### config.mk
export PLATFORM = sky130hd
export DESIGN_NAME = stopwatch_bcd_core_flat
export DESIGN_NICKNAME = d
export VERILOG_FILES = /design/src/rtl/stopwatch_bcd_core_if.sv /design/src/rtl/stopwatch_bcd_core.sv /design/src/flat_wrapper.sv
export SDC_FILE = /design/constraint.sdc
export NUM_CORES = 1
export LEC_CHECK = 0
export BUFFER_PORTS_ARGS = -buffer_cell sky130_fd_sc_hd__buf_4
export CAP_MARGIN = 20
export CORE_MARGIN = 3
export CORE_UTILIZATION = 30
export CTS_CLUSTER_SIZE = 10
export DETAILED_ROUTE_END_ITERATION = 8
export PLACE_DENSITY = 0.54
export SKIP_LAST_GASP = 1
export SYNTH_ARGS = -nofsm -noshare
export SYNTH_HDL_FRONTEND = slang
export SYNTH_SLANG_ARGS = --single-unit
### constraint.sdc
create_clock -name clk -period 2.3 [get_ports clk]
set_input_delay 0.23 -clock clk [delete_from_list [all_inputs] [get_ports clk]]
set_output_delay 0.23 -clock clk [all_outputs]
set_load 0.05 [all_outputs]
### src/rtl/stopwatch_bcd_core_if.sv
// Control and display bundle for stopwatch_bcd_core.
// The core takes the slave side; whatever sources the debounced buttons takes master.
interface stopwatch_bcd_core_if;
  logic       start_stop;
  logic       clear;
  logic       lap;
  logic [3:0] digit3;
  logic [3:0] digit2;
  logic [3:0] digit1;
  logic [3:0] digit0;
  logic       running;
  logic       held;
  logic       overflow;

  modport master (
    output start_stop,
    output clear,
    output lap,
    input  digit3,
    input  digit2,
    input  digit1,
    input  digit0,
    input  running,
    input  held,
    input  overflow
  );

  modport slave (
    input  start_stop,
    input  clear,
    input  lap,
    output digit3,
    output digit2,
    output digit1,
    output digit0,
    output running,
    output held,
    output overflow
  );
endinterface

### src/rtl/stopwatch_bcd_core.sv
// Four-digit BCD stopwatch (SS.hh) with start/stop, clear and optional lap hold.
// Lap hold is built only when STOPWATCH_LAP_EN is defined.
module stopwatch_bcd_core #(
  parameter int unsigned TICKS_PER_HUNDREDTH = 1_000_000
) (
  input  logic               clk,
  input  logic               reset,
  stopwatch_bcd_core_if.slave bus
);

  localparam int unsigned PrescW =
      (TICKS_PER_HUNDREDTH > 2) ? $clog2(TICKS_PER_HUNDREDTH) : 1;
  localparam logic [PrescW-1:0] PrescMax = PrescW'(TICKS_PER_HUNDREDTH - 1);

  localparam logic [1:0] StIdle    = 2'd0;
  localparam logic [1:0] StRunning = 2'd1;
  localparam logic [1:0] StPaused  = 2'd2;

  logic [1:0]        state_q, state_d;
  logic [PrescW-1:0] presc_q, presc_d;
  logic [3:0][3:0]   cnt_q, cnt_d;
  logic              overflow_q, overflow_d;
  logic              ss_prev_q, clr_prev_q;
  logic              ss_ev, clr_ev;
  logic              is_running, tick, wrap;
  logic [3:0][3:0]   shown;
  logic              held_out;

  // Edge detect: prev registers come out of reset high so a button held
  // through reset release does not look like a press.
  assign ss_ev  = bus.start_stop & ~ss_prev_q;
  assign clr_ev = bus.clear & ~clr_prev_q;

  assign is_running = (state_q == StRunning);
  assign tick       = is_running && (presc_q == PrescMax);

  always_comb begin
    state_d = state_q;
    if (clr_ev) begin
      state_d = StIdle;
    end else if (ss_ev) begin
      case (state_q)
        StIdle:    state_d = StRunning;
        StRunning: state_d = StPaused;
        StPaused:  state_d = StRunning;
        default:   state_d = StIdle;
      endcase
    end
  end

  always_comb begin
    presc_d = presc_q;
    if (clr_ev) begin
      presc_d = '0;
    end else if (is_running) begin
      presc_d = tick ? '0 : presc_q + 1'b1;
    end
  end

  // Ripple BCD increment; digits at or above 9 roll to 0 so a corrupted
  // digit cannot stick outside the BCD range.
  always_comb begin
    logic carry;
    cnt_d = cnt_q;
    carry = tick;
    for (int i = 0; i < 4; i++) begin
      if (carry) begin
        if (cnt_q[i] >= 4'd9) begin
          cnt_d[i] = 4'd0;
        end else begin
          cnt_d[i] = cnt_q[i] + 4'd1;
          carry    = 1'b0;
        end
      end
    end
    wrap = carry;
    if (clr_ev) begin
      cnt_d = '0;
    end
  end

  assign overflow_d = wrap & ~clr_ev;

  always_ff @(posedge clk or posedge reset) begin
    if (reset) begin
      state_q    <= StIdle;
      presc_q    <= '0;
      cnt_q      <= '0;
      overflow_q <= 1'b0;
      ss_prev_q  <= 1'b1;
      clr_prev_q <= 1'b1;
    end else begin
      state_q    <= state_d;
      presc_q    <= presc_d;
      cnt_q      <= cnt_d;
      overflow_q <= overflow_d;
      ss_prev_q  <= bus.start_stop;
      clr_prev_q <= bus.clear;
    end
  end

`ifdef STOPWATCH_LAP_EN
  logic            lap_prev_q;
  logic            lap_ev;
  logic            held_q, held_d;
  logic [3:0][3:0] disp_q, disp_d;

  assign lap_ev = bus.lap & ~lap_prev_q;

  always_comb begin
    held_d = held_q;
    disp_d = disp_q;
    if (clr_ev) begin
      held_d = 1'b0;
    end else if (lap_ev && (state_q != StIdle)) begin
      held_d = ~held_q;
    end
    // Freeze the live count on the rising edge of the hold.
    if (held_d && !held_q) begin
      disp_d = cnt_q;
    end
  end

  always_ff @(posedge clk or posedge reset) begin
    if (reset) begin
      lap_prev_q <= 1'b1;
      held_q     <= 1'b0;
      disp_q     <= '0;
    end else begin
      lap_prev_q <= bus.lap;
      held_q     <= held_d;
      disp_q     <= disp_d;
    end
  end

  assign shown    = held_q ? disp_q : cnt_q;
  assign held_out = held_q;
`else
  logic unused_lap;
  assign unused_lap = bus.lap;
  assign shown      = cnt_q;
  assign held_out   = 1'b0;
`endif

  assign bus.digit3   = shown[3];
  assign bus.digit2   = shown[2];
  assign bus.digit1   = shown[1];
  assign bus.digit0   = shown[0];
  assign bus.running  = is_running;
  assign bus.held     = held_out;
  assign bus.overflow = overflow_q;

endmodule

### src/flat_wrapper.sv
// flat-port wrapper written by rule: the top's interface ports become plain ports
module stopwatch_bcd_core_flat 
#(
  parameter int unsigned TICKS_PER_HUNDREDTH = 1_000_000
)
  (clk, reset, bus_start_stop, bus_clear, bus_lap, bus_digit3, bus_digit2, bus_digit1, bus_digit0, bus_running, bus_held, bus_overflow);
  stopwatch_bcd_core_if bus_i ();
  input  logic clk;
  input  logic reset;
  input wire logic [$bits(bus_i.start_stop)-1:0] bus_start_stop;
  input wire logic [$bits(bus_i.clear)-1:0] bus_clear;
  input wire logic [$bits(bus_i.lap)-1:0] bus_lap;
  output wire logic [$bits(bus_i.digit3)-1:0] bus_digit3;
  output wire logic [$bits(bus_i.digit2)-1:0] bus_digit2;
  output wire logic [$bits(bus_i.digit1)-1:0] bus_digit1;
  output wire logic [$bits(bus_i.digit0)-1:0] bus_digit0;
  output wire logic [$bits(bus_i.running)-1:0] bus_running;
  output wire logic [$bits(bus_i.held)-1:0] bus_held;
  output wire logic [$bits(bus_i.overflow)-1:0] bus_overflow;
  assign bus_i.start_stop = bus_start_stop;
  assign bus_i.clear = bus_clear;
  assign bus_i.lap = bus_lap;
  assign bus_digit3 = bus_i.digit3;
  assign bus_digit2 = bus_i.digit2;
  assign bus_digit1 = bus_i.digit1;
  assign bus_digit0 = bus_i.digit0;
  assign bus_running = bus_i.running;
  assign bus_held = bus_i.held;
  assign bus_overflow = bus_i.overflow;
  stopwatch_bcd_core #(.TICKS_PER_HUNDREDTH(TICKS_PER_HUNDREDTH)) u_core (.clk(clk), .reset(reset), .bus(bus_i));
endmodule
# After elaboration in Yosys (flattened, before gate mapping)
# Cells that the tools add are included.
[totals]
in_bits = 5
wordCells = 59
ff_bits = 41
out_inout_bits = 19
[classes]
addsub = 5
mux = 23
magnitude_cmp = 4
bitwise_logic = 6
n_eq_ne = 3
reduce_logical = 9
[ops]
columns = ["op", "n"]
rows = [
  ["2-to-1 mux 20 bit", 3],
  ["2-to-1 mux 4 bit", 8],
  ["adder 20 x 1 -> 20 bit, second input constant", 1],
  ["== test 20 bit, second input constant", 1],
  ["adder 4 x 1 -> 4 bit, second input constant", 4],
  [">= comparator 4 bit, second input constant", 4],
  ["2-to-1 mux 16 bit", 1],
  ["nonzero test 2 bit", 6],
  ["2-to-1 mux 1 bit", 8],
  ["2-to-1 mux 2 bit", 2],
  ["case mux 2 bit (2 select lines)", 1],
  ["bitwise AND 1 bit", 3],
  ["NOT 1 bit", 3],
  ["== test 2 x 1 -> 1 bit, second input constant", 1],
  ["== test 2 bit, second input constant", 1],
  ["zero test 2 bit", 1],
  ["OR reduction 2 bit", 1],
  ["logical AND 1 bit", 1],
]

# Depth between registers and ports, before layout
[depth]
depth_word = 7
depth_mapped = 8
ltp_nobuf = 7

# Worst setup path after synthesis
# Ideal clock, no wire load.
[synth_timing]
path_type = "register to register"
from = "reg u_core.cnt_q, in the netlist u_core.bus.digit1[0]"
to = "reg u_core.cnt_q, in the netlist u_core.bus.digit2[2]"
stages_incl_launch_ff = 7
n_path_buf = 0
setup_time_ps = 78
period_less_slack_ps = 2377
required_time_ps = 2222
t_arrival_ps = 2299
path_slack_ps = -77
cell_sequence = "dfrtp_1 > ha_1 > nor2_1 > a21boi_0 > nand4_2 > or4b_1 > a21oi_1"
[synth_via]
elab_chain_len = 4
[synth_lines]
columns = ["element", "line", "source"]
rows = [
  ["from (decl)", "stopwatch_bcd_core.sv:21", "logic [3:0][3:0] cnt_q, cnt_d;"],
  ["from (signal assigned)", "stopwatch_bcd_core.sv:95", "cnt_q <= cnt_d;"],
  [">= comparator 4 bit", "stopwatch_bcd_core.sv:68", "if (cnt_q[i] >= 4'd9) begin"],
  ["2-to-1 mux 1 bit", "stopwatch_bcd_core.sv:68", ""],
  ["2-to-1 mux 1 bit", "stopwatch_bcd_core.sv:67", "if (carry) begin"],
  ["nonzero test 2 bit (no source line)", "n/a", ""],
]
# Every way passes these cells.
# A chain may end at the register's enable or synchronous reset.

# Worst setup path after layout
[layout_timing]
from = "reg u_core.presc_q[6]"
to = "reg u_core.cnt_q, in the netlist u_core.bus.digit2[2]"
[layout_via]
elab_chain_len = 5
[layout_lines]
columns = ["element", "line", "source"]
rows = [
  ["from (decl)", "stopwatch_bcd_core.sv:20", "logic [PrescW-1:0] presc_q, presc_d;"],
  ["from (signal assigned)", "stopwatch_bcd_core.sv:94", "presc_q <= presc_d;"],
  ["== test 20 bit", "stopwatch_bcd_core.sv:35", "assign tick = is_running && (presc_q == PrescMax);"],
  ["logical AND 1 bit", "stopwatch_bcd_core.sv:35", ""],
  ["2-to-1 mux 1 bit (2 in a row)", "stopwatch_bcd_core.sv:67", ""],
  ["nonzero test 2 bit (no source line)", "n/a", ""],
]
# Every way passes these cells.

==> impl_metrics.csv <==
group,metric,value,unit
cts,clk_pin_slew,80,ps
detailed_routing,wl_per_cell,12.6,um
worst_setup_path,path_class,"flip-flop to flip-flop",
placed_design,port_buffers,21,
pwr,cellLeakagePower,1.26,nW
pwr,p_seq_frac,0.507,
detailed_routing,routed_wirelength,4.78,mm
pwr,switching_share,0.249,
sta,finalCritPeriodShare,0.945,
pwr,clkPwrFrac,0.391,
detailed_routing,first_pass_iters,4,
sta,worst_slew_pin_slew,866,ps
pwr,p_per_area,554,mW/mm^2
placed_design,placed_area,0.00268,mm^2
sta,rsz0062_at_grt,"false",
finish,num_antenna_cells,0,
detailed_routing,drtIter0Drc,85,
flow_run,max-cap-violations,0,
synthesis,synth_edf_count,0,
cts,worstSkewPairLatency,290,ps
detailed_routing,vias_per_cell,4.77,
floorplanning,die_w,92.8,um
detailed_routing,drt_drc_violations_left,0,
worst_setup_path,reg2reg_from,"u_core.presc_q[6]",
sta,fin_skew,11.9,ps
floorplanning,core_area,0.00729,mm^2
worst_setup_path,cp.required,2520,ps
min_path,holdPathEnd,"u_core.ss_prev_q",
floorplanning,dieArea,0.00861,mm^2
finish,syn_to_final_growth,24.5,%
cts,clock_path_buffers,2,
global_route,grt_pass1_wl,8.07,mm
synthesis,synthCells,237,
pwr,p_int,1.17,mW
finish,seq_area,0.00103,mm^2
global_route,grt_overflow,0,
min_path,worstHoldStart,"bus_start_stop",
global_route,antenna_found_initial,0,
synthesis,async_flop_share,1.00,
pwr,power.switching,388,uW
synthesis,yosysSeqAreaShare,0.455,
sta,fin_ws,126,ps
sta,finalWorstPathRequiredPeriod,2170,ps
cts,cts_tree,"built",
pwr,combPwrFrac,0.103,
placed_design,dp_slack,43.1,ps
placed_design,globalplace.congestion,0.777,
synthesis,synthDistinctLibCells,44,
synthesis,synth-warning-count,0,
floorplanning,io_pins,24,
finish,layout.nets,297,
floorplanning,fp.dieH,92.8,um
worst_setup_path,worstPathMaxFanout,5,
worst_setup_path,r2r_cells,6,
finish,final_cell_mix,"42 x buf_4, 35 x dfrtp_1, 30 x nor2_1, 19 x nand2_1, 14 x nand3_1",
min_path,hold_depth,1,
cts,cts_hold_buf,0,
worst_setup_path,r2r_setup_slack,130,ps
global_route,grt_pass1_vias,1741,
synthesis,netlist_area,0.00226,mm^2
finish,layout-drive-gt1-share,0.221,
placed_design,post-dp-hpwl,3.50,mm
synthesis,synth_ff_type,"dfrtp_1",
worst_setup_path,setup.worst_path.start_class,"flip-flop",
worst_setup_path,timing.rr.end,"u_core.bus.digit2[2]",
detailed_routing,vias,1807,
worst_setup_path,critPathArrivalTime,2400,ps
synthesis,ys_seq_elements,41,
sta,hold_viol,0,
cts,cts_buffers,5,
sta,fmax,0.460,GHz
detailed_routing,drtAntennaViolNets,0,
floorplanning,row_count,31,
min_path,hold_path.class,"primary input to flip-flop",
synthesis,avgSynthCellArea,9.53,um^2
synthesis,syn_nets,255,
sta,report.final.slew_viol_count,0,
finish,fill_cells,752,
global_route,grt_max_degree,23,
finish,multiInputGateArea,0.00115,mm^2
finish,layout_commonest_cell,"buf_4",
cts,root_buffer,"clkbuf_8",
sta,max_slew_margin,0.422,
finish,final_area,0.00281,mm^2
status,status,"complete, no violations",
pwr,ir_worst_vdd,0.000193,V
sta,setup_tns,0,ps
cts,htree_levels,2,
cts,clock-sinks,41,
worst_setup_path,crit_path_end_kind,"flip-flop",
floorplanning,start_util,0.310,
sta,setup_viol,0,
global_route,grt_usage,0.115,
[metal layers]
metal,up-vias,track usage,share of wire
li1,910,-,-
met1,870,0.151,0.49
met2,22,0.189,0.47
met3,5,0.0244,0.029
met4,0,0.0366,0.0094
met5,-,0,0
[flip-flops by register name (all words and copies together), names as in the netlist]
name                 flops
u_core.bus.digit3        4
u_core.clr_prev_q        1
u_core.bus.digit1        4
u_core.ss_prev_q         1
u_core.state_q           2
u_core.bus.overflow      1
u_core.bus.digit2        4
u_core.bus.digit0        4
u_core.presc_q          20
[cell families after synthesis]
logic type,Yosys count,synth area share
AND/OR/NAND/NOR,105,0.250
flip-flops,41,0.455
AO/OA/AOI/OAI,35,0.101
buffers and inverters,21,0.0366
XOR/XNOR,18,0.0698
adder cells (fa/ha/maj),13,0.0720
multiplexers,3,0.0133
other,1,0.00166
[how the worst max path moves through the flow]
stage | from | end | slack (ps) | depth (start not counted)
after floorplan | u_core.presc_q[8] | u_core.bus.digit3[3] | 80 | 5
after global placement | u_core.presc_q[8] | u_core.bus.digit1[0] | 90 | 6
after detailed placement | u_core.presc_q[8] | u_core.bus.digit3[3] | 40 | 5
after CTS | u_core.presc_q[8] | u_core.bus.digit3[3] | 30 | 5
after global routing | u_core.presc_q[6] | u_core.bus.digit0[2] | 60 | 6
final | u_core.presc_q[6] | u_core.bus.digit2[2] | 130 | 6
[repair_timing]
item                       CTS  global route
hold endpoints to repair     0             0
setup endpoints to repair    0             6
setup buffers                0             1
resized for setup            0             3
[power groups by stage]
| stage | combinational, mW | clock (mW) | sequential [mW] |
|---|---|---|---|
| 2_1_floorplan | 0.112 | 0 | 0.793 |
| 3_3_place_gp | 0.160 | 0 | 0.803 |
| 3_5_place_dp | 0.163 | 0 | 0.803 |
| 4_1_cts | 0.163 | 0.628 | 0.789 |
| 5_1_grt | 0.182 | 0.658 | 0.794 |
| 6_report | 0.160 | 0.609 | 0.789 |
[metrics by stage]
| step | total power [mW] | util | cells | hold slack (ps) |
|---|---|---|---|---|
| 2_1_floorplan | 0.905 | - | 237 | 234 |
| 3_3_place_gp | 0.963 | 0.368 | 370 | 343 |
| 3_5_place_dp | 0.967 | 0.368 | 370 | 349 |
| 4_1_cts | 1.58 | 0.384 | 378 | 27.5 |
| 5_1_grt | 1.63 | 0.386 | 379 | 24.7 |
| 6_report | 1.56 | 0.386 | 379 | 39.9 |
[Yosys cell counts (all sizes together), types with 3 or more instances]
cell | n | area, um^2
a21oi | 9 | 45.0
and3 | 4 | 25.0
and4 | 3 | 26.3
clkbuf | 7 | 26.3
dfrtp | 39 | 976
ha | 13 | 163
inv | 13 | 48.8
mux2i | 3 | 30.0
nand2 | 20 | 75.1
nand3 | 15 | 75.1
nor2 | 30 | 113
nor3 | 8 | 40.0
nor4 | 3 | 33.8
o21ai | 9 | 45.0
o31ai | 3 | 22.5
or3 | 4 | 25.0
or4b | 4 | 43.8
xnor2 | 13 | 114
xor2 | 5 | 43.8
[area by class of cell]
class                   count  area share
clock inverters             1      0.0107
clock buffers               7      0.0307
repair buffers             43       0.119
inverters                  13      0.0173
multi-input cells         175       0.411
well taps                  99      0.0440
flip-flops and latches     41       0.367
[critical path, cell delays in order, from the launching register on]
cell,delay (ps)
dfrtp_1,420
or3b_2,530
nor4_4,250
buf_4,170
nand4_2,100
or4b_1,480
a21oi_1,160
Power figures use the tool's default switching activity.
